$ cat src/rtl/lsb_serializer.sv
// lsb_serializer: accepts a WIDTH-bit word over valid/ready and shifts it out LSB first, one bit per clock.
//   clk         rising-edge clock
//   reset       asynchronous active-low reset
//   load_valid  producer has a word on load_data
//   load_data   parallel word, captured only on an accepted transfer
//   load_ready  combinational; high when idle or on the last bit of the word in flight
//   a           serial data bit, LSB first
//   bit_valid   a carries a real data bit this cycle
//   frame_start high with bit 0 of each word
//   frame_last  high with bit WIDTH-1 of each word
module lsb_serializer #(
  parameter int WIDTH = 8
) (
  input  logic             clk,
  input  logic             reset,
  input  logic             load_valid,
  input  logic [WIDTH-1:0] load_data,
  output logic             load_ready,
  output logic             a,
  output logic             bit_valid,
  output logic             frame_start,
  output logic             frame_last
);
  localparam int CW = $clog2(WIDTH);
  localparam logic [0:0] IDLE = 1'b0;
  localparam logic [0:0] SHIFT = 1'b1;
  localparam logic [CW-1:0] LAST = CW'(WIDTH - 1);
  localparam logic [CW-1:0] PENULT = CW'(WIDTH - 2);
  logic [0:0]       r_state;
  logic [CW-1:0]    r_cnt;
  logic [WIDTH-1:0] r_shreg;
  logic             r_start;
  logic             r_last;
  logic             w_accept;
  assign load_ready  = reset && (r_state == IDLE || (r_state == SHIFT && r_last));
  assign w_accept    = load_valid && load_ready;
  // Zeros shift in from the top, so the register is already empty when the word ends.
  assign a           = r_shreg[0];
  assign bit_valid   = r_state == SHIFT;
  assign frame_start = r_start;
  assign frame_last  = r_last;
  always_ff @(posedge clk or negedge reset) begin
    if (!reset) begin
      r_state <= IDLE;
      r_cnt   <= '0;
      r_shreg <= '0;
      r_start <= 1'b0;
      r_last  <= 1'b0;
    end else if (w_accept) begin
      r_state <= SHIFT;
      r_cnt   <= '0;
      r_shreg <= load_data;
      r_start <= 1'b1;
      r_last  <= 1'b0;
    end else if (r_state == SHIFT) begin
      r_shreg <= r_shreg >> 1;
      r_start <= 1'b0;
      r_state <= (r_cnt == LAST) ? IDLE : SHIFT;
      r_cnt   <= (r_cnt == LAST) ? '0 : r_cnt + CW'(1);
      r_last  <= (r_cnt == PENULT);
    end
  end
endmodule

$ cat config.mk
export PLATFORM = sky130hd
export DESIGN_NAME = lsb_serializer
export DESIGN_NICKNAME = d
export VERILOG_FILES = /design/src/rtl/lsb_serializer.sv
export SDC_FILE = /design/constraint.sdc
export NUM_CORES = 1
export LEC_CHECK = 0
export CAP_MARGIN = 30
export CORE_MARGIN = 4
export CORE_UTILIZATION = 45
export DETAILED_ROUTE_END_ITERATION = 16
export PLACE_DENSITY_LB_ADDON = 0.12
export SLEW_MARGIN = 40
export SYNTH_ARGS = -nofsm -noshare
export SYNTH_HDL_FRONTEND = slang
export SYNTH_SLANG_ARGS = --single-unit
$ cat constraint.sdc
create_clock -name clk -period 3.45 [get_ports clk]
set_input_delay 1.035 -clock clk [delete_from_list [all_inputs] [get_ports clk]]
set_output_delay 1.035 -clock clk [all_outputs]
set_load 0.01 [all_outputs]
==> summary.md <==
| Metric | Value |
|---|---|
| Status | completed |
| Via count | 442 |
| Unrepaired setup endpoints after global routing | false |
| Worst-path fanout max | 2 |
| Most frequent cells after synthesis | dfrtp_1 (14), mux2_2 (7), mux2_1 (4), mux2_4 (4) |
| Worst Setup Start Kind | input pin |
| PD cells | 748 mW/mm^2 |
| Gp weighted congestion | 0.732 |
| First drt pass iteration count | 3 |
| Top-count cell post-synth | dfrtp_1 |
| WHS | 485 ps |
| Fin cells | just under 90 |
| Remaining DRCs | 0 |
| Syn Inst Count | 54 |
| Critical Path RT | roughly 2400 ps |
| Number of synthesis warnings | 0 |
| Setup TNS | 0 ps |
| Io pins | 16 |
| Ranking of synthesized cells by area | dfrtp_1 (50%), mux2_2 (11%), mux2_4 (8.5%) |
| Leak | 0.441 nW |
| Port Buffer Count | 15 |
| Area growth syn-to-layout | 27.5% |
| Fillcell total | 125 |
| Clk sinks | 14 |
| Cells after DPL | 84 |
| Post-CTS Hold Buffers | 0 |
| Post-synthesis mux area share | 0.275 |
| Full die area | about 0.0023 mm^2 |
| Max H-tree Level | 1 |
| Async S/R FF share, synth | 1.00 |
| Gr busiest metal | met2 |
| Post-synthesis compound-gate area fraction | 0.0426 |
| Largest family of logic cells by synthesized area | multiplexers |
| Final Util | 0.604 |
| Seq/Total Area, Yosys | 0.496 |
| Post-CTS sizing | 0 |
| Pin count of the biggest net entering global routing | 16 |
| Clock Pin Slew Worst Setup and Hold Paths | roughly 80 ps |
| Routed WL | between 1000 and 1500 um |
| Core area | 0.00149 mm^2 |
| Drt wl/cell | 12.0 um |
| Relative slew margins | 0.660 |
| Post-synth EDFFs | 0 |
| Syn avg cell area | 13.1 um^2 |
| Final ANT Viol Nets | 0 |
| Clock Latency Late Sink | between 200 and 300 ps |
| Post-synth top flop | dfrtp_1 |
| Grt met1 use | 0.156 |
| Largest area contributor in the netlist | dfrtp_1 |
| FF+latch count, synth | 14 |
| M3 GR Usage | 0.0301 |
| Sequential cell area | 350 um^2 |
| Multi-input logic area | 320 um^2 |
| Synthesized Nets | 68 |
| All-Layer GR Usage | 0.115 |
| Slew @ Worst Pin | 509 ps |
| Slew Limit Fails | 0 |
| Synth top area share | 0.496 |
| Die X | 47.6 um |
| Chip Height | 47.6 um |
| Final period util | 0.922 |
| TritonCTS clock tree | done |
| Row count | 14 |
| Worst endpoint data arrival time | 2150 ps |
| Post-synth cell types | 20 |
| Tightest Hold Check Type | register to register |
| Longest Clk Path Bufs | 2 |
| Final hold vios | 0 |
| Dpl cell area | about 860 um^2 |
| Setup CP Type | input pin to output port |
| Peak Freq | 314 MHz |
| Starting Density | 0.474 |
| Setup Skew | ~3.8 ps |
| Setup Fix Bufs, Post-CTS | 0 |
| Simple-gate share of the synthesized area | 0.0833 |
| Initial antenna violation count | 0 |
| Design area | roughly 900 um^2 |
| Area of the mapped netlist | 706 um^2 |
| VDD IR max | approximately 0.43 mV |
| Starting DRC count in detailed routing | 7 |
| Vias per inst | 5.02 |
| CTS Buf Count | 3 |
| Net count, final | between 80 and 90 |
| Vias in the first global route | 409 |
| Remaining Overflow, GRT | 0 |
| CTS Root Cell | clkbuf_4 |
| Max cap viols | 0 |
| Detailed placement HPWL | just under 800 um |
| M2 GR Usage | 0.158 |
| Layout cells sized above 1 | 0.236 |
| First-pass GRT wire length | 1770 um |
| Xor/xnor cell area share of the yosys netlist | 0 |
| Min Tclk post-route | 3180 ps |
| CP Capture Type | output port |
| Post-synthesis adder-cell area fraction | 0.0532 |
| Antenna cells | 0 |
| Final setup vio count | 0 |
[metal layers]
layer | share of wire | routed length [um]
met5 | 0 | 0
met4 | 0 | 0
met1 | 0.47 | 498
met3 | 0.10 | 108
met2 | 0.43 | 453
[registers in the layout (all words and copies together), names as in the netlist]
name         cells
r_cnt            3
bit_valid        1
frame_start      1
r_shreg          8
frame_last       1
[where the power goes]
| group | internal, mW | switching (mW) | total (mW) |
|---|---|---|---|
| registers | 0.228 | 0.0565 | 0.284 |
| logic | 0.177 | 0.0960 | 0.273 |
| clock network | 0.0641 | 0.0510 | 0.115 |
| total | 0.470 | 0.204 | 0.673 |
[placed cells by master (no fill, tap or decap), drive strengths merged]
cell	netlist	layout
dfrtp	14	14
a21oi	3	3
inv	2	2
nor2b	2	2
clkdlybuf4s50	0	15
ha	3	3
clkbuf	0	4
o21bai	1	1
nand2	1	1
a21o	1	1
buf	3	2
nand2b	1	1
nand3	1	1
and3	1	1
nor2	3	3
mux2	15	15
nor3b	1	1
and2	1	1
mux2i	1	1
[through the flow]
step | total power [mW] | setup WS (ps)
floorplan | 0.481 | 1230
global placement | 0.560 | 271
detailed placement | 0.567 | 264
CTS | 0.686 | 261
global route | 0.728 | 223
finish | 0.673 | 267
[cell type report]
cell class                 count  share of cell area
sequential                    14               0.389
timing repair buffer          17               0.184
multi-input combinational     35               0.356
tap                           16              0.0223
inverter                       2             0.00834
clock buffer                   4              0.0403
[worst max-delay path, cell delays in order]
cell             delay (ps)
clkdlybuf4s50_1         470
and2_1                  120
clkdlybuf4s50_1         520
[logic make-up (layout without fill, tap and decap cells)]
group	Yosys count	after routing
AOI/OAI and AO/OA	5	5
muxes	16	16
adders and majority gates	3	3
DFF	14	14
buffers and inverters	5	23
and+or+nand+nor	11	11
[final timing paths]
| check | slack [ps] | startpoint | to | cells past startpoint |
|---|---|---|---|---|
| worst min-delay path | 490 | frame_start | frame_start | 1 |
| worst max register to register | 1760 | bit_valid | r_shreg[2] | 3 |
| worst min register to register | 490 | frame_start | frame_start | 1 |
| min in group asynchronous | 1090 | reset | r_shreg[0] | 2 |
| max in group asynchronous | 2190 | reset | frame_start | 2 |
| worst max-delay path | 270 | reset | load_ready | 3 |
(Power assumes the default switching activity.)
